[config.mk]
export PLATFORM = sky130hd
export DESIGN_NAME = fm_wb_scheduler_flat
export DESIGN_NICKNAME = d
export VERILOG_FILES = /design/src/rtl/diff_core_pkg.sv /design/src/rtl/fm_wb_scheduler_if.sv /design/src/rtl/fm_wb_scheduler_rr_arbiter.sv /design/src/rtl/fm_wb_scheduler.sv /design/src/flat_wrapper.sv
export SDC_FILE = /design/constraint.sdc
export NUM_CORES = 1
export LEC_CHECK = 0
export BUFFER_PORTS_ARGS = -buffer_cell sky130_fd_sc_hd__buf_4
export CAP_MARGIN = 15
export CORE_ASPECT_RATIO = 0.6
export CORE_MARGIN = 2
export CORE_UTILIZATION = 40
export CTS_BUF_LIST = sky130_fd_sc_hd__clkbuf_8
export DETAILED_ROUTE_END_ITERATION = 8
export MAX_ROUTING_LAYER = met4
export SLEW_MARGIN = 15
export SYNTH_ARGS = -nofsm -noshare
export SYNTH_HDL_FRONTEND = slang
export SYNTH_SLANG_ARGS = --single-unit
[constraint.sdc]
create_clock -name clk -period 6.5 [get_ports clk]
set_clock_uncertainty 0.1 [all_clocks]
set_input_delay 0.325 -clock clk [delete_from_list [all_inputs] [get_ports clk]]
set_output_delay 0.325 -clock clk [all_outputs]
set_load 0.01 [all_outputs]
[src/rtl/diff_core_pkg.sv]
`default_nettype none
// +-------------------------------------------------------------------+
// | diff_core_pkg : shared types and configuration defaults            |
// | Rev 1.0                                                            |
// +-------------------------------------------------------------------+
package diff_core_pkg;

  typedef enum logic [1:0] {
    IDLE = 2'd0,
    RUN  = 2'd1,
    FIN  = 2'd2
  } wb_state_e;

  localparam int CONF_FM_BUF_DEPTH = 1024;
  localparam int CONF_PE_ROW       = 4;

endpackage
`default_nettype wire

[src/rtl/fm_wb_scheduler_if.sv]
`default_nettype none
// +-------------------------------------------------------------------+
// | fm_wb_scheduler_if : control, row request and fm write-port bundle |
// | Rev 1.0                                                            |
// +-------------------------------------------------------------------+
interface fm_wb_scheduler_if
  import diff_core_pkg::*;
#(
  parameter int N_REQ  = CONF_PE_ROW,
  parameter int DATA_W = 8,
  parameter int DEPTH  = CONF_FM_BUF_DEPTH
);
  localparam int ADDR_W = $clog2(DEPTH);

  logic                           start;
  logic [ADDR_W:0]                region_len;
  logic                           busy;
  logic                           done;
  logic                           cfg_err;
  logic [N_REQ-1:0]               req_valid;
  logic [N_REQ-1:0][DATA_W-1:0]   req_data;
  logic [N_REQ-1:0]               req_ready;
  logic                           wr_en;
  logic [ADDR_W-1:0]              wr_addr;
  logic [DATA_W-1:0]              wr_data;
  logic                           ping_pong;

  modport master (
    output start, region_len, req_valid, req_data,
    input  busy, done, cfg_err, req_ready, wr_en, wr_addr, wr_data, ping_pong
  );

  modport slave (
    input  start, region_len, req_valid, req_data,
    output busy, done, cfg_err, req_ready, wr_en, wr_addr, wr_data, ping_pong
  );

endinterface
`default_nettype wire

[src/rtl/fm_wb_scheduler_rr_arbiter.sv]
`default_nettype none
// +-------------------------------------------------------------------+
// | rr_arbiter : combinational round-robin pick starting at i_pointer  |
// | Rev 1.0                                                            |
// +-------------------------------------------------------------------+
module rr_arbiter #(
  parameter int N     = 4,
  parameter int IDX_W = (N > 1) ? $clog2(N) : 1
) (
  input  logic [N-1:0]     i_eligible,
  input  logic [IDX_W-1:0] i_pointer,
  output logic [N-1:0]     o_grant,
  output logic [IDX_W-1:0] o_grant_idx,
  output logic             o_valid
);

  logic [IDX_W-1:0] w_idx;

  always_comb begin
    o_grant     = '0;
    o_grant_idx = '0;
    o_valid     = 1'b0;
    w_idx       = '0;
    for (int k = 0; k < N; k++) begin
      w_idx = IDX_W'((int'(i_pointer) + k) % N);
      if (!o_valid && i_eligible[w_idx]) begin
        o_grant[w_idx] = 1'b1;
        o_grant_idx    = w_idx;
        o_valid        = 1'b1;
      end
    end
  end

endmodule
`default_nettype wire

[src/rtl/fm_wb_scheduler.sv]
`default_nettype none
// +-------------------------------------------------------------------+
// | fm_wb_scheduler : round-robin PE-row write-back into the fm buffer |
// | Rev 1.0                                                            |
// +-------------------------------------------------------------------+
module fm_wb_scheduler
  import diff_core_pkg::*;
#(
  parameter int N_REQ  = CONF_PE_ROW,
  parameter int DATA_W = 8,
  parameter int DEPTH  = CONF_FM_BUF_DEPTH
) (
  input  logic             clk,
  input  logic             rst_n,
  fm_wb_scheduler_if.slave bus
);

  localparam int ADDR_W = $clog2(DEPTH);
  localparam int LEN_W  = ADDR_W + 1;
  localparam int IDX_W  = (N_REQ > 1) ? $clog2(N_REQ) : 1;
  localparam int CMP_W  = ADDR_W + $clog2(N_REQ) + 2;

  wb_state_e         r_state;
  wb_state_e         w_state_nxt;
  logic [LEN_W-1:0]  r_len;
  logic [LEN_W-1:0]  r_cnt  [N_REQ];
  logic [ADDR_W-1:0] r_base [N_REQ];
  logic [ADDR_W-1:0] w_base [N_REQ];
  logic [IDX_W-1:0]  r_ptr;
  logic [IDX_W-1:0]  w_gidx;
  logic [N_REQ-1:0]  w_elig;
  logic [N_REQ-1:0]  w_grant;
  logic              w_gvalid;
  logic              w_overflow;
  logic              w_accept;
  logic              w_reject;
  logic              w_last_word;
  logic              r_busy;
  logic              r_done;
  logic              r_cfg_err;
  logic              r_wr_en;
  logic              r_ping_pong;
  logic [ADDR_W-1:0] r_wr_addr;
  logic [DATA_W-1:0] r_wr_data;

  assign w_overflow = (CMP_W'(N_REQ) * CMP_W'(bus.region_len)) > CMP_W'(DEPTH);

  // Row bases are only captured for non-overflowing lengths, so ADDR_W bits suffice.
  always_comb begin
    w_base[0] = '0;
    for (int i = 1; i < N_REQ; i++) begin
      w_base[i] = w_base[i-1] + bus.region_len[ADDR_W-1:0];
    end
  end

  for (genvar gi = 0; gi < N_REQ; gi++) begin : g_elig
    assign w_elig[gi] = (r_state == RUN) && bus.req_valid[gi] && (r_cnt[gi] < r_len);
  end

  rr_arbiter #(.N(N_REQ), .IDX_W(IDX_W)) u_arb (
    .i_eligible  (w_elig),
    .i_pointer   (r_ptr),
    .o_grant     (w_grant),
    .o_grant_idx (w_gidx),
    .o_valid     (w_gvalid)
  );

  always_comb begin
    w_last_word = w_gvalid;
    for (int i = 0; i < N_REQ; i++) begin
      if ((w_grant[i] ? r_cnt[i] + 1'b1 : r_cnt[i]) != r_len) begin
        w_last_word = 1'b0;
      end
    end
  end

  always_comb begin
    w_state_nxt = r_state;
    w_accept    = 1'b0;
    w_reject    = 1'b0;
    case (r_state)
      IDLE: begin
        if (bus.start) begin
          if (w_overflow) begin
            w_reject = 1'b1;
          end else begin
            w_accept    = 1'b1;
            w_state_nxt = (bus.region_len == '0) ? FIN : RUN;
          end
        end
      end
      RUN:     if (w_last_word) w_state_nxt = FIN;
      FIN:     w_state_nxt = IDLE;
      default: w_state_nxt = IDLE;
    endcase
  end

  always_ff @(posedge clk or negedge rst_n) begin
    if (!rst_n) r_state <= IDLE;
    else        r_state <= w_state_nxt;
  end

  always_ff @(posedge clk or negedge rst_n) begin
    if (!rst_n) begin
      r_len       <= '0;
      r_ptr       <= '0;
      r_busy      <= 1'b0;
      r_done      <= 1'b0;
      r_cfg_err   <= 1'b0;
      r_wr_en     <= 1'b0;
      r_wr_addr   <= '0;
      r_wr_data   <= '0;
      r_ping_pong <= 1'b0;
      for (int i = 0; i < N_REQ; i++) begin
        r_cnt[i]  <= '0;
        r_base[i] <= '0;
      end
    end else begin
      r_wr_en <= 1'b0;
      r_done  <= 1'b0;
      if (w_accept) begin
        r_len     <= bus.region_len;
        r_busy    <= 1'b1;
        r_cfg_err <= 1'b0;
        for (int i = 0; i < N_REQ; i++) begin
          r_cnt[i]  <= '0;
          r_base[i] <= w_base[i];
        end
      end else if (w_reject) begin
        r_cfg_err <= 1'b1;
      end
      if (w_gvalid) begin
        r_wr_en       <= 1'b1;
        r_wr_addr     <= r_base[w_gidx] + r_cnt[w_gidx][ADDR_W-1:0];
        r_wr_data     <= bus.req_data[w_gidx];
        r_cnt[w_gidx] <= r_cnt[w_gidx] + 1'b1;
        r_ptr         <= (w_gidx == IDX_W'(N_REQ - 1)) ? '0 : w_gidx + 1'b1;
      end
      // Bank flips with done so readers see the freshly written bank immediately.
      if (r_state == FIN) begin
        r_done      <= 1'b1;
        r_busy      <= 1'b0;
        r_ping_pong <= ~r_ping_pong;
      end
    end
  end

  assign bus.req_ready = w_grant;
  assign bus.busy      = r_busy;
  assign bus.done      = r_done;
  assign bus.cfg_err   = r_cfg_err;
  assign bus.wr_en     = r_wr_en;
  assign bus.wr_addr   = r_wr_addr;
  assign bus.wr_data   = r_wr_data;
  assign bus.ping_pong = r_ping_pong;

endmodule
`default_nettype wire

[src/flat_wrapper.sv]
// flat-port wrapper written by rule: the top's interface ports become plain ports
module fm_wb_scheduler_flat import diff_core_pkg::*;
#(
  parameter int N_REQ  = CONF_PE_ROW,
  parameter int DATA_W = 8,
  parameter int DEPTH  = CONF_FM_BUF_DEPTH
)
  (clk, rst_n, bus_start, bus_region_len, bus_req_valid, bus_req_data, bus_busy, bus_done, bus_cfg_err, bus_req_ready, bus_wr_en, bus_wr_addr, bus_wr_data, bus_ping_pong);
  fm_wb_scheduler_if #(.N_REQ(N_REQ), .DATA_W(DATA_W), .DEPTH(DEPTH)) bus_i ();
  input  logic clk;
  input  logic rst_n;
  input wire logic [$bits(bus_i.start)-1:0] bus_start;
  input wire logic [$bits(bus_i.region_len)-1:0] bus_region_len;
  input wire logic [$bits(bus_i.req_valid)-1:0] bus_req_valid;
  input wire logic [$bits(bus_i.req_data)-1:0] bus_req_data;
  output wire logic [$bits(bus_i.busy)-1:0] bus_busy;
  output wire logic [$bits(bus_i.done)-1:0] bus_done;
  output wire logic [$bits(bus_i.cfg_err)-1:0] bus_cfg_err;
  output wire logic [$bits(bus_i.req_ready)-1:0] bus_req_ready;
  output wire logic [$bits(bus_i.wr_en)-1:0] bus_wr_en;
  output wire logic [$bits(bus_i.wr_addr)-1:0] bus_wr_addr;
  output wire logic [$bits(bus_i.wr_data)-1:0] bus_wr_data;
  output wire logic [$bits(bus_i.ping_pong)-1:0] bus_ping_pong;
  assign bus_i.start = bus_start;
  assign bus_i.region_len = bus_region_len;
  assign bus_i.req_valid = bus_req_valid;
  assign bus_i.req_data = bus_req_data;
  assign bus_busy = bus_i.busy;
  assign bus_done = bus_i.done;
  assign bus_cfg_err = bus_i.cfg_err;
  assign bus_req_ready = bus_i.req_ready;
  assign bus_wr_en = bus_i.wr_en;
  assign bus_wr_addr = bus_i.wr_addr;
  assign bus_wr_data = bus_i.wr_data;
  assign bus_ping_pong = bus_i.ping_pong;
  fm_wb_scheduler #(.N_REQ(N_REQ), .DATA_W(DATA_W), .DEPTH(DEPTH)) u_core (.clk(clk), .rst_n(rst_n), .bus(bus_i));
endmodule
== After elaboration in Yosys (flattened, before gate mapping) ==
Cells that the tools add are included.

* Bits in registers: 112
* Bits of input ports: 50
* Output and inout bits: 27
* Word-level logic and storage cells: 151

* Add/subtract/negate cells: 12
* $lt $le $gt $ge: 16
* Eq/ne operators: 10
* Mux-type cells: 67
* Bitwise gates (word level): 5
* Reduce and logical (&&, ||, !) cells: 24

{| class="wikitable"
|+ Operators with widths
! kind !! count
|-
| two-way mux 44 bit || 2
|-
| two-way mux 11 bit || 7
|-
| adder 11 x 1 -> 11 bit, second input constant || 5
|-
| bitwise mux 44 bit || 1
|-
| < comparator 11 bit || 4
|-
| != test 11 bit || 4
|-
| adder 10 bit || 3
|-
| two-way mux 1 bit || 28
|-
| binary-select mux 11 bit (select 2 bit) || 1
|-
| demux 11 bit (select 2 bit) || 1
|-
| binary-select mux 10 bit (select 2 bit) || 1
|-
| two-way mux 10 bit || 2
|-
| two-way mux 2 bit || 9
|-
| binary-select mux 8 bit (select 2 bit) || 1
|-
| logical AND 1 bit || 16
|-
| two-way mux 4 bit || 4
|-
| < comparator 2 x 3 -> 1 bit, second input constant || 5
|-
| greater-than comparator 13 x 11 -> 1 bit, second input constant || 1
|-
| OR 4 bit || 3
|-
| zero test 11 bit || 1
|-
| binary-select mux 1 bit (select 2 bit) || 4
|-
| demux 1 bit (select 2 bit) || 4
|-
| greater-or-equal comparator 2 x 1 -> 1 bit, second input constant || 4
|-
| two-way mux 8 bit || 1
|-
| 15 further kinds || 22
|}

== Depth between registers and ports, before layout ==
* Depth after elaboration: 23
* Mapped depth: 28
* Gate-level depth less buffers: 26

== Hierarchy ==
A second synthesis with hierarchy kept.

* Cells, all modules: 871
* Area, all modules: 7892.6 sq um

{| class="wikitable"
|+ By module, submodules not included
! module !! instances !! cells each !! area each (sq um) !! seq. area each (sq um)
|-
| fm_wb_scheduler || 1 || 826 || 7473.4 || 2277.2
|-
| rr_arbiter || 1 || 45 || 419.2 || 0.0
|}

== Worst setup path after synthesis ==
No wires, ideal clock.

* Path type: reg-to-reg
* Start point: reg u_core.r_len[9]
* End point: reg u_core.r_wr_addr[8], in the netlist u_core.bus.wr_addr[8]
* Library setup time: 0.125 ns
* Data arrival time: 5.852 ns
* Data required time: 6.275 ns
* Setup slack: 0.423 ns
* Cell stages (with the launch flop): 28
* Buffers on the path: 4
* Clock period less this slack: 6.077 ns
* Cell sequence: dfrtp_1 -> clkbuf_1 -> inv_1 -> ha_1 -> a21oi_1 -> nand2_1 -> a211o_1 -> a211o_1 -> a2111o_1 -> a211oi_2 -> o311a_1 -> buf_1 -> inv_1 -> buf_1 -> buf_2 -> nor2_1 -> ha_1 -> inv_1 -> fa_1 -> inv_1 -> a21oi_1 -> o21ai_0 -> a21oi_1 -> o21bai_1 -> a21o_1 -> a21oi_1 -> xnor2_1 -> mux2_2

* Longest elaborated chain between the ends: 19
* Elaborated cells on any way between the ends: 38
* Those cells by class: add/sub (1); order compare (4); mux (22); bitwise (1); reduce/logical (10)

{| class="wikitable"
|+ RTL lines
! element !! line !! source
|-
| start: declaration || fm_wb_scheduler.sv:25 || <nowiki>logic [LEN_W-1:0] r_len;</nowiki>
|-
| start signal: assignment || fm_wb_scheduler.sv:122 || <nowiki>r_len <= bus.region_len;</nowiki>
|-
| < comparator 11 bit || fm_wb_scheduler.sv:57 || <nowiki>assign w_elig[gi] = (r_state == RUN) && bus.req_valid[gi] && (r_cnt[gi] < r_len);</nowiki>
|-
| logical AND 1 bit || fm_wb_scheduler.sv:57 ||
|-
| binary-select mux 1 bit (select 2 bit) || fm_wb_scheduler_rr_arbiter.sv:26 || <nowiki>if (!o_valid && i_eligible[w_idx]) begin</nowiki>
|-
| two-way mux 1 bit (implied by the code) || fm_wb_scheduler_rr_arbiter.sv:26 ||
|-
| two-way mux 1 bit || fm_wb_scheduler_rr_arbiter.sv:26 ||
|-
| zero test 1 bit || fm_wb_scheduler_rr_arbiter.sv:26 ||
|-
| logical AND 1 bit || fm_wb_scheduler_rr_arbiter.sv:26 ||
|-
| two-way mux 1 bit || fm_wb_scheduler_rr_arbiter.sv:26 ||
|-
| (+2 left out) || - ||
|-
| two-way mux 1 bit || fm_wb_scheduler_rr_arbiter.sv:26 ||
|-
| zero test 1 bit || fm_wb_scheduler_rr_arbiter.sv:26 ||
|-
| logical AND 1 bit || fm_wb_scheduler_rr_arbiter.sv:26 ||
|-
| two-way mux 2 bit || fm_wb_scheduler_rr_arbiter.sv:26 ||
|-
| inverter 2 -> 3 bit (implied by the code) || fm_wb_scheduler.sv:134 || <nowiki>r_wr_addr <= r_base[w_gidx] + r_cnt[w_gidx][ADDR_W-1:0];</nowiki>
|-
| binary-select mux 10 bit (select 2 bit) / binary-select mux 11 bit (select 2 bit) (equally long branches) || fm_wb_scheduler.sv:134 ||
|-
| two-way mux 10 bit (implied by the code) / two-way mux 11 bit (equally long branches) (2 in a row) || fm_wb_scheduler.sv:134 ||
|-
| adder 10 bit || fm_wb_scheduler.sv:134 ||
|-
| end signal: assignment || fm_wb_scheduler.sv:134 ||
|-
| end: declaration || fm_wb_scheduler.sv:43 || <nowiki>logic [ADDR_W-1:0] r_wr_addr;</nowiki>
|}

Several ways; a longest one is shown, not always the timed one. The select of a mux whose other input is x is not followed.
A chain may end at the register's enable or synchronous reset.

== Final worst setup path ==
* Start point: reg u_core.r_base[28] (netlist bit)
* End point: reg u_core.r_wr_addr[8], in the netlist u_core.bus.wr_addr[8]

* Longest elaborated chain between the ends: 4

{| class="wikitable"
|+ RTL lines
! element !! line !! source
|-
| start: declaration || fm_wb_scheduler.sv:27 || <nowiki>logic [ADDR_W-1:0] r_base [N_REQ];</nowiki>
|-
| start signal: indexed assignment || fm_wb_scheduler.sv:127 || <nowiki>r_base[i] <= w_base[i];</nowiki>
|-
| binary-select mux 10 bit (select 2 bit) || fm_wb_scheduler.sv:134 ||
|-
| two-way mux 10 bit (implied by the code) (2 in a row) || fm_wb_scheduler.sv:134 ||
|-
| adder 10 bit || fm_wb_scheduler.sv:134 ||
|}

Every way passes these cells. The select of a mux whose other input is x is not followed.

==> flow_summary.toml <==
[pwr]
p_leak_nw = 4.40
p_total_mw = 4.67
irDropWorstVdd_mv = 0.234
powerDensity_nw_per_um2 = 501

[placement]
hpwl_mm = 20.8
port_buffers = 76
dpl_cell_area_um2 = 9100
place.gp.congestion = 1.02
placed_cells = 1291

[critical_path]
worst_setup_path_start_kind = "flop"
crit_start = "u_core.r_base[28]$_DFFE_PN0P_"
cp_max_fo = 23
crit_required_ns = 6.68
critical_path_class = "reg -> reg"
r2r_start = "u_core.r_base[28]$_DFFE_PN0P_"
cp-end-kind = "flop"
worstPathArrival_ns = 6.24

[global_routing]
gr-usage-all-layers_pct = 25.9
grt-ovfl-total = 0
grt_pass1_vias = 6830
grt_pass1_wl_mm = 41.4
grt_antenna_before_repair = 0
grt_max_degree = 85

[floorplan]
die_area_um2 = 21700
die_w_um = 189
core_um2 = 20000
die_h_um = 115
ios = 77
num_rows = 40
start_util_pct = 40.9

[timing]
fmax_mhz = 165
drv_slew = 0
fin_setup_tns_ns = 0
max-slew-margin-rel_pct = 43.1
grt_setup_unrepaired = "false"
worst_pin_slew_ns = 0.854
setup_viol = 0
final_hold_viol_count = 0
whs_ns = 0.0906
period_needed_ns = 6.06
period_share_pct = 93.3

[finish]
synthToLayoutAreaGrowth_pct = 14.1
fin_nets = 1162
final_area_um2 = 9340
diodes = 0
drive_gt1_share_pct = 15.0
nFillCells = 1956
layout.cells.non_filler = 1308

[clock_network]
post-cts-setup-buffers = 0
clock-sinks = 91
cts_buffer_depth = 2
htree_levels = 3
cts_tree = "built"
cts_buffers = 9
clk_latency_ns = 0.38
cts-root-buf = "clkbuf_8"
clkSlewWorstSetupHoldPaths_ns = 0.10

[synthesis]
syn_avg_cell_area_um2 = 8.46
synth_edf_count = 0
synth_top_area_share_pct = 27.8
synth_common_cells = "nand2_1, dfrtp_1, o21ai_0, ha_1, nand3_1"
yosys_warnings = 0
synth.distinct_cells = 68
ys.flop_type = "dfrtp_1"
synth_seq_cells = 91
netlist_instances = 967
synth_area_leader_cell = "dfrtp_1"
yosysSeqAreaShare_pct = 27.8
ys_async_sr_fraction_pct = 100
syn_nets = 1099
synth_area_leaders = "dfrtp_1, ha_1, mux2i_1, o21ai_0, xnor2_1"
syn_area_um2 = 8180
yosysMostFrequentCell = "nand2_1"

[detailed_routing]
first_iter_violations = 770
firstDrtPassIters = 6
vias_per_cell = 5.72
drtAntennaViolNets = 0
vias = 7478
drc = 0
routed_wl_mm = 26.9
avgRoutedWirePerCell_um = 20.5

[worst_hold_path]
hold_start = "bus_start"
hold_path_class = "in -> reg"

[status]
outcome = "completed"

[run]
cap_violations = 0
[layout by cell type, fill, tap and decap left out, types with 5 or more instances in the layout]
cell type and instances:
buf_4 105, nand2_1 98, o21ai_0 91, dfrtp_1 91, ha_1 80, nand3_1 72
inv_1 66, mux2i_1 53, xnor2_1 52, a21oi_1 43, nor2_1 34, xor2_1 26
mux2_2 15, o2111ai_1 14, and3_1 14, a21o_1 13, a31oi_1 10, nand4_1 9
clkbuf_8 9, nand2b_1 8, a211oi_1 8, o211ai_1 7, a22oi_1 6, a21boi_0 5
and2_1 5, o221ai_1 5, nor4_1 5, o21bai_1 5
[final cells by class]
| type | instances | area (µm²) | area share, % |
|---|---|---|---|
| Inverter | 66 | 248 | 2.65 |
| Multi-Input combinational cell | 756 | 5460 | 58.5 |
| Sequential cell | 91 | 2280 | 24.4 |
| Clock inverter | 7 | 83.8 | 0.898 |
| Clock buffer | 9 | 124 | 1.33 |
| Tap cell | 273 | 342 | 3.66 |
| Timing Repair Buffer | 106 | 798 | 8.55 |
[cells by family after synthesis]
kind of cell / after synthesis / synth area share [%]
compound gates: 248 / 19.7
flops: 91 / 27.8
fa+ha+maj: 82 / 12.7
xor+xnor: 78 / 8.35
mux: 71 / 9.22
simple gates: 277 / 16.5
buf+inv: 120 / 5.67
[state kept, by name, indices dropped and copies added, names as in the netlist, 2 cells and up]
register / cells
u_core.bus.wr_addr: 10
u_core.r_ptr: 2
u_core.bus.wr_data: 8
u_core.r_base: 18
u_core.r_len: 2
u_core.r_cnt: 44
u_core.r_state: 2
[through the flow]
stage / util [%] / setup slack (ns)
after global routing: 46.6 / 0.00309
after detailed placement: 45.5 / 0.472
after floorplan: - / 0.423
after CTS: 46.5 / 0.440
final: 46.6 / 0.437
after global placement: 45.5 / 0.613
[critical path, stage by stage, from the launching register on]
cell and delay, ns:
dfrtp_1 0.55, inv_1 0.18, ha_1 0.34, nand3_1 0.06, a21boi_0 0.61, a2111oi_4 0.17, a2111o_1 0.43, a211oi_2 0.43
o311a_1 0.27, buf_4 0.38, mux2i_1 0.23, buf_4 0.16, ha_1 0.18, inv_1 0.06, fa_1 0.39, inv_1 0.07
a21oi_1 0.06, o21ai_0 0.27, a21oi_1 0.11, o21bai_1 0.23, a21o_1 0.15, a21oi_1 0.07, xnor2_1 0.15, mux2_2 0.28
[layer usage]
metal | up-vias | track usage, % | part of all wire [%]
met1 | 3546 | 40.6 | 52
li1 | 3598 | - | -
met2 | 319 | 31.4 | 37
met5 | - | - | 0
met4 | 0 | 4.06 | 0.70
met3 | 15 | 8.33 | 11
[power breakdown]
group | internal, mW | total, mW | leakage [nW] | switching [mW]
Combinational | 1.23 | 3.28 | 3.13 | 2.05
Sequential | 0.752 | 0.969 | 1.17 | 0.217
Clock | 0.184 | 0.422 | 0.105 | 0.238
[path summary, 6_finish.rpt]
path | to | cells past startpoint | slack (ns)
setup / recovery | u_core.bus.wr_addr[8]$_DFFE_PN0N_ | 23 | 0.44
hold / removal | u_core.bus.cfg_err$_DFFE_PN0P_ | 3 | 0.09
setup reg to reg | u_core.bus.wr_addr[8]$_DFFE_PN0N_ | 23 | 0.44
hold reg to reg | u_core.bus.ping_pong$_DFFE_PN0P_ | 1 | 0.39
max in group asynchronous | u_core.r_cnt[25]$_DFF_PN0_ | 3 | 4.83
min in group asynchronous | u_core.r_cnt[35]$_DFF_PN0_ | 2 | 0.37
[repair_timing]
| action | 4_1_cts | 5_1_grt |
|---|---|---|
| hold buffers | 1 | 0 |
| setup endpoints to repair | 0 | 2 |
| resized for setup | 0 | 4 |
| hold endpoints to repair | 39 | 0 |
No activity file was read; power rests on OpenSTA's default activity.
